File: src/rtl/uart_rx_deserializer.sv
// 8N1 UART receive engine: 2-flop input synchronizer, mid-bit sampling FSM,
// one-cycle valid / break / framing-error strobes.
module uart_rx_deserializer #(
  parameter int CLKS_PER_BIT = 1042,
  parameter int PAYLOAD_BITS = 8
) (
  input  logic                    clk,
  input  logic                    rst_n,
  input  logic                    en,
  input  logic                    uart_rxd,
  output logic [PAYLOAD_BITS-1:0] uart_rx_data,
  output logic                    uart_rx_valid,
  output logic                    uart_rx_break,
  output logic                    uart_rx_frame_err
);

  localparam int CNT_W = $clog2(CLKS_PER_BIT);
  localparam int HALF  = CLKS_PER_BIT / 2;
  localparam int IDX_W = (PAYLOAD_BITS > 1) ? $clog2(PAYLOAD_BITS) : 1;

  localparam logic [CNT_W-1:0] HALF_LAST = CNT_W'(HALF - 1);
  localparam logic [CNT_W-1:0] BIT_LAST  = CNT_W'(CLKS_PER_BIT - 1);
  localparam logic [IDX_W-1:0] IDX_LAST  = IDX_W'(PAYLOAD_BITS - 1);

  typedef enum logic [2:0] {
    S_IDLE      = 3'd0,
    S_START     = 3'd1,
    S_DATA      = 3'd2,
    S_STOP      = 3'd3,
    S_WAIT_HIGH = 3'd4
  } state_e;

  logic                    rxd_meta_q;
  logic                    rxd_sync_q;
  logic                    rxd_s;

  state_e                  state_q,  state_d;
  logic [CNT_W-1:0]        cnt_q,    cnt_d;
  logic [IDX_W-1:0]        idx_q,    idx_d;
  logic [PAYLOAD_BITS-1:0] shift_q,  shift_d;
  logic [PAYLOAD_BITS-1:0] data_q,   data_d;
  logic                    valid_q,  valid_d;
  logic                    break_q,  break_d;
  logic                    ferr_q,   ferr_d;

  // Two-flop synchronizer; resets to the idle (high) line level.
  always_ff @(posedge clk or negedge rst_n) begin
    if (!rst_n) begin
      rxd_meta_q <= 1'b1;
      rxd_sync_q <= 1'b1;
    end else begin
      rxd_meta_q <= uart_rxd;
      rxd_sync_q <= rxd_meta_q;
    end
  end

  assign rxd_s = rxd_sync_q;

  // Next-state and strobe decode for the receive FSM.
  always_comb begin
    state_d = state_q;
    cnt_d   = cnt_q;
    idx_d   = idx_q;
    shift_d = shift_q;
    data_d  = data_q;
    valid_d = 1'b0;
    break_d = 1'b0;
    ferr_d  = 1'b0;

    if (!en) begin
      state_d = S_IDLE;
      cnt_d   = '0;
      idx_d   = '0;
      shift_d = '0;
    end else begin
      case (state_q)
        S_IDLE: begin
          cnt_d   = '0;
          idx_d   = '0;
          shift_d = '0;
          if (!rxd_s) begin
            state_d = S_START;
          end else begin
            state_d = S_IDLE;
          end
        end

        // Start bit must still be low at its midpoint, otherwise it was a glitch.
        S_START: begin
          if (cnt_q == HALF_LAST) begin
            cnt_d = '0;
            if (rxd_s) begin
              state_d = S_IDLE;
            end else begin
              state_d = S_DATA;
            end
          end else begin
            cnt_d = cnt_q + CNT_W'(1);
          end
        end

        S_DATA: begin
          if (cnt_q == BIT_LAST) begin
            cnt_d                   = '0;
            shift_d                 = shift_q >> 1;
            shift_d[PAYLOAD_BITS-1] = rxd_s;
            if (idx_q == IDX_LAST) begin
              idx_d   = '0;
              state_d = S_STOP;
            end else begin
              idx_d = idx_q + IDX_W'(1);
            end
          end else begin
            cnt_d = cnt_q + CNT_W'(1);
          end
        end

        // A low stop bit with all-zero data is a BREAK, otherwise a framing error.
        S_STOP: begin
          if (cnt_q == BIT_LAST) begin
            cnt_d = '0;
            if (rxd_s) begin
              data_d  = shift_q;
              valid_d = 1'b1;
              state_d = S_IDLE;
            end else if (shift_q == '0) begin
              break_d = 1'b1;
              state_d = S_WAIT_HIGH;
            end else begin
              ferr_d  = 1'b1;
              state_d = S_WAIT_HIGH;
            end
          end else begin
            cnt_d = cnt_q + CNT_W'(1);
          end
        end

        S_WAIT_HIGH: begin
          cnt_d = '0;
          idx_d = '0;
          if (rxd_s) begin
            state_d = S_IDLE;
          end else begin
            state_d = S_WAIT_HIGH;
          end
        end

        default: begin
          state_d = S_IDLE;
          cnt_d   = '0;
          idx_d   = '0;
          shift_d = '0;
        end
      endcase
    end
  end

  // Receive FSM state, counters and registered outputs.
  always_ff @(posedge clk or negedge rst_n) begin
    if (!rst_n) begin
      state_q <= S_IDLE;
      cnt_q   <= '0;
      idx_q   <= '0;
      shift_q <= '0;
      data_q  <= '0;
      valid_q <= 1'b0;
      break_q <= 1'b0;
      ferr_q  <= 1'b0;
    end else begin
      state_q <= state_d;
      cnt_q   <= cnt_d;
      idx_q   <= idx_d;
      shift_q <= shift_d;
      data_q  <= data_d;
      valid_q <= valid_d;
      break_q <= break_d;
      ferr_q  <= ferr_d;
    end
  end

  assign uart_rx_data      = data_q;
  assign uart_rx_valid     = valid_q;
  assign uart_rx_break     = break_q;
  assign uart_rx_frame_err = ferr_q;

endmodule
File: config.mk
export PLATFORM = sky130hd
export DESIGN_NAME = uart_rx_deserializer
export DESIGN_NICKNAME = d
export VERILOG_FILES = /design/src/rtl/uart_rx_deserializer.sv
export SDC_FILE = /design/constraint.sdc
export NUM_CORES = 1
export LEC_CHECK = 0
export ABC_AREA = 1
export BUFFER_PORTS_ARGS = -buffer_cell sky130_fd_sc_hd__buf_2
export CAP_MARGIN = 25
export CORE_MARGIN = 2
export CORE_UTILIZATION = 53
export CTS_CLUSTER_SIZE = 12
export DETAILED_ROUTE_END_ITERATION = 7
export PLACE_DENSITY = 0.75
export SLEW_MARGIN = 10
export SYNTH_ARGS = -nofsm -noshare
export SYNTH_HDL_FRONTEND = slang
export SYNTH_SLANG_ARGS = --single-unit
File: constraint.sdc
create_clock -name clk -period 1.4 [get_ports clk]
set_clock_uncertainty 0.05 [all_clocks]
set_input_delay 0.28 -clock clk [delete_from_list [all_inputs] [get_ports clk]]
set_output_delay 0.28 -clock clk [all_outputs]
set_load 0.02 [all_outputs]
# After elaboration in Yosys (flattened, before gate mapping)

Index checks and enable logic that the tools add are counted.

$add $sub $neg: 2
Equal/unequal tests: 13
Mux-type cells: 34
Reductions and logical operators: 9

Operators by type and width:

| kind                    | count |
|---|---|
| $mux W11                | 3 |
| $mux W3                 | 9 |
| $pmux W11 S2            | 1 |
| $mux W8                 | 2 |
| $pmux W8 S2             | 1 |
| $mux W1                 | 15 |
| $pmux W3 S5             | 1 |
| $ne A3 B3 Y1 const B    | 4 |
| $add A11 B1 Y11 const B | 1 |
| $eq A11 B10 Y1 const B  | 1 |
| $eq A11 B11 Y1 const B  | 1 |
| $logic_not A8 Y1        | 1 |
| $reduce_and A4 Y1       | 2 |
| $eq A3 B2 Y1 const B    | 2 |
| $eq A3 B3 Y1 const B    | 2 |
| $pmux W3 S2             | 1 |
| $ne A2 B2 Y1 const B    | 2 |
| $reduce_and A2 Y1       | 2 |
| $reduce_or A2 Y1        | 2 |
| $add A3 B1 Y3 const B   | 1 |
| $eq A3 B1 Y1 const B    | 1 |
| $logic_not A3 Y1        | 1 |
| $reduce_or A3 Y1        | 1 |
| $mux W2                 | 1 |

Register bits: 38
Input port bits: 4
Output and inout bits: 11

# Logic depth before layout (Yosys ltp)

Depth in word-level cells: 6
Mapped depth: 10
Mapped depth without buffers: 10

# Least setup slack after synthesis

Ideal clock, no wire load.

Path kind: register -> register
Start point: reg cnt_q[0]
End point: reg shift_q[5]
Library setup time: 0.117 ns
Data arrival time: 1.247 ns
Data required time: 1.233 ns
Path slack: -0.014 ns
Stages on the path, launching flop included: 10
Cell sequence: dfrtp_1 > ha_1 > nand2_1 > nor2_2 > nand3_1 > nand2_1 > nand2_2 > buf_6 > nand2_2 > o21ai_2

Cells in the longest elaborated chain, start to end: 3

RTL lines:

| item                        | RTL line | text |
|---|---|---|
| start, declared             | 38       | `logic [CNT_W-1:0] cnt_q, cnt_d;` |
| start signal, assigned      | 171      | `cnt_q <= cnt_d;` |
| $eq A11 B11 Y1              | 103      | `if (cnt_q == BIT_LAST) begin` |
| $ne A3 B3 Y1 (no line)      | -        |  |
| $reduce_and A2 Y1 (no line) | -        |  |
| end signal, assigned        | 173      | `shift_q <= shift_d;` |
| end, declared               | 40       | `logic [PAYLOAD_BITS-1:0] shift_q, shift_d;` |

No other way between the ends.
A chain may end at the register's enable or synchronous reset.

# Worst setup path after layout

Start point: reg cnt_q[1]
End point: reg data_q[1] (netlist: uart_rx_data[1])

Cells in the longest elaborated chain, start to end: 2

RTL lines:

| item                        | RTL line | text |
|---|---|---|
| $eq A11 B11 Y1              | 120      | `if (cnt_q == BIT_LAST) begin` |
| $reduce_and A4 Y1 (no line) | -        |  |
| end signal, assigned        | 174      | `data_q <= data_d;` |
| end, declared               | 41       | `logic [PAYLOAD_BITS-1:0] data_q, data_d;` |

No other way between the ends.

==> impl_metrics.tcl <==
set metrics [dict create \
    rsz0062_at_grt "true" \
    layoutNonFillerInstCount 327 \
    vias 1727 \
    synth_cell_types 32 \
    post-place-cells 310 \
    avgSynthCellArea_um2 8.36 \
    cp-end-kind "register" \
    root_buffer "clkbuf_4" \
    max_stage_delay_ns 0.43 \
    ys_seq_area_share_pct 49.4 \
    critPathLaunchType "register" \
    worst_slack_ns -0.196 \
    max_freq_mhz 627 \
    drt_iter0_drc 148 \
    worst-path-buf-inv 2 \
    p_leak_nw 1.28 \
    drcViolationCount 0 \
    yosys_warnings 0 \
    wirelength_um 4760 \
    netlist_instances 231 \
    ys_ff_latch 38 \
    vias_per_cell 5.28 \
    area_delta_synth_final_pct 30.6 \
    cp.arrival_ns 1.85 \
    synthArstFlopShare_pct 100 \
    setup_violations 36 \
    fp.dieH_um 64.4 \
    total_power_mw 3.23 \
    mostFrequentLayoutCell "nand2_1" \
    hold_viol 0 \
    crit_family "simple AND/OR/NAND/NOR gates" \
    grt.total_usage_pct 23.7 \
    vdd_ir_drop_max_uv 896 \
    fp-row-count 21 \
    clk_pin_slew_ns 0.12 \
    status "finished with violations" \
    p_per_area_nw_per_um2 1280 \
    synth-edff-count 0 \
    crit_fanout 6 \
    initial_core_util_pct 56.5 \
    gp_congestion 0.903 \
    hpwl_um 2870 \
    antenna_found_initial 0 \
    synth_nets 240 \
    port-buffer-count 14 \
    clock_sink_count 38 \
    clock_latency_ns 0.36 \
    dieArea_um2 4140 \
    cp_cell_sequence "inv_2 > ha_4 > nand2_4 > nor2_4 > nand2_2 > nor2_4 > nand3_4 > clkinv_4 > nand2_2 > nand2_1" \
    synth_flop_cell "dfrtp_1" \
    period_share_pct 114 \
    clock_path_buffers 2 \
    maxSlewHeadroom_pct 74.9 \
    antenna_cells 0 \
    violations "setup timing" \
    setup_tns_ns -5.42 \
    drtPass1Iterations 4 \
    fin_nets 289 \
    wl_per_cell_um 14.6 \
    grt_pass1_vias 1642 \
    grt_overflow 0 \
    cts_tree "done" \
    die_x_um 64.4 \
    required_ns 1.65 \
    holdWs_ns 0.202 \
    cts_max_level 2 \
    drive_gt1_share_pct 37.0 \
    syn_area_um2 1930 \
    drv_slew 0 \
    drtAntennaViolNets 0 \
    fill_cells 240 \
    cap_violations 0 \
    grt_first_pass_wirelength_um 7420 \
    slowest_stage "dfrtp_1" \
    ioPinCount 15 \
    worst_pin_slew_ns 0.376 \
    min_period_ns 1.60 \
    core_area_um2 3420 \
    cts_buffers 5 \
    min_path_type "in -> reg" \
    layout_common_cells "68 x nand2_1, 34 x dfrtp_1, 24 x buf_4" \
    crit_type "reg -> reg" \
    grt_max_degree 25 \
]
-- synth_stat cells, types with 2 or more instances --
library cell   n  area share (%)
a21oi_1        8             2.1
a31oi_1        2            0.65
buf_6          2             1.2
dfrtp_1       36              47
dfstp_2        2             2.7
ha_1           5             3.2
inv_1         19             3.7
inv_2          3            0.58
nand2_1       79              15
nand2_2        4             1.3
nand3_1       10             2.6
nand4_1        4             1.3
nor2_1        20             3.9
nor2_2         6             1.9
nor2_4         2             1.2
nor3_1         3            0.78
o21ai_0        3            0.78
o21ai_2        8             3.6
xor2_1         2            0.91
-- layer usage --
| metal | vias up | global-route usage [%] | wire length (µm) | part of all wire [%] |
|---|---|---|---|---|
| li1 | 832 | - | - | - |
| met1 | 830 | 29.4 | 1950 | 41 |
| met2 | 49 | 39.1 | 2450 | 51 |
| met3 | 16 | 6.69 | 237 | 5.0 |
| met4 | 0 | 9.57 | 127 | 2.7 |
| met5 | - | 0 | 0 | 0 |
-- cells by family (layout without fill, tap and decap cells) --
kind of cell	after synthesis	after routing	share of synthesized area, %
xor gates and xnor gates	3	3	1.36
buffers and inverters	28	76	6.74
and+or+nand+nor	131	133	30.1
DFF	38	38	49.4
adders and majority gates	5	5	3.24
AOI/OAI and AO/OA	26	26	9.20
-- sequential cells by signal (all words and copies together), names as in the netlist, 3 cells and up --
| signal | cells |
|---|---|
| idx_q | 3 |
| cnt_q | 11 |
| uart_rx_data | 8 |
| shift_q | 8 |
| state_q | 3 |
-- area by class of cell --
type	instances	area [µm²]	area share (%)
multi-input combinational	167	977	38.8
sequential	38	956	37.9
timing repair buffer	44	324	12.9
inverter	23	91.3	3.62
clock inverter	3	68.8	2.73
tap	46	57.6	2.28
clock buffer	5	37.5	1.49
timing repair inverter	1	8.76	0.347
-- where the power goes --
group          internal, mW  leakage [nW]  total (mW)  switching, mW
Combinational         0.423         0.708        1.01          0.582
Sequential             1.18         0.516        1.28         0.0972
Clock                 0.558        0.0554       0.942          0.383
Total                  2.16          1.28        3.23           1.06
-- what timing repair did --
action	CTS	global route
hold buffers	2	0
endpoints found under the hold margin	13	0
resized for setup	20	19
pin swaps	8	8
setup endpoints to repair	34	36
setup buffers	2	1
gates cloned	4	0
-- stage by stage --
step	setup WS [ns]	area [µm²]	utilization [%]
3_5_place_dp	-0.155	2210	64.8
6_report	-0.196	2520	73.8
4_1_cts	-0.103	2450	71.8
5_1_grt	-0.269	2520	73.8
2_1_floorplan	-0.0140	1930	-
3_3_place_gp	-0.0839	2210	64.8
-- path summary, 6_finish.rpt --
| path | startpoint | to | slack [ns] | cells after the start |
|---|---|---|---|---|
| max | cnt_q[1] | uart_rx_data[1] | -0.20 | 10 |
| min | en | state_q[2] | 0.20 | 3 |
| max reg2reg | cnt_q[1] | uart_rx_data[1] | -0.20 | 10 |
| min reg2reg | rxd_meta_q | rxd_s | 0.31 | 0 |
| max in group asynchronous | rst_n | shift_q[7] | 0.56 | 3 |
| min in group asynchronous | rst_n | cnt_q[0] | 0.30 | 2 |
-- worst register-to-register path, cell delays in order, from the launching register on --
cell and delay (ns):
dfrtp_1 0.43, inv_2 0.11, ha_4 0.15, nand2_4 0.05, nor2_4 0.12, nand2_2 0.08
nor2_4 0.15, nand3_4 0.16, clkinv_4 0.13, nand2_2 0.07, nand2_1 0.07
Power figures use the tool's default switching activity.
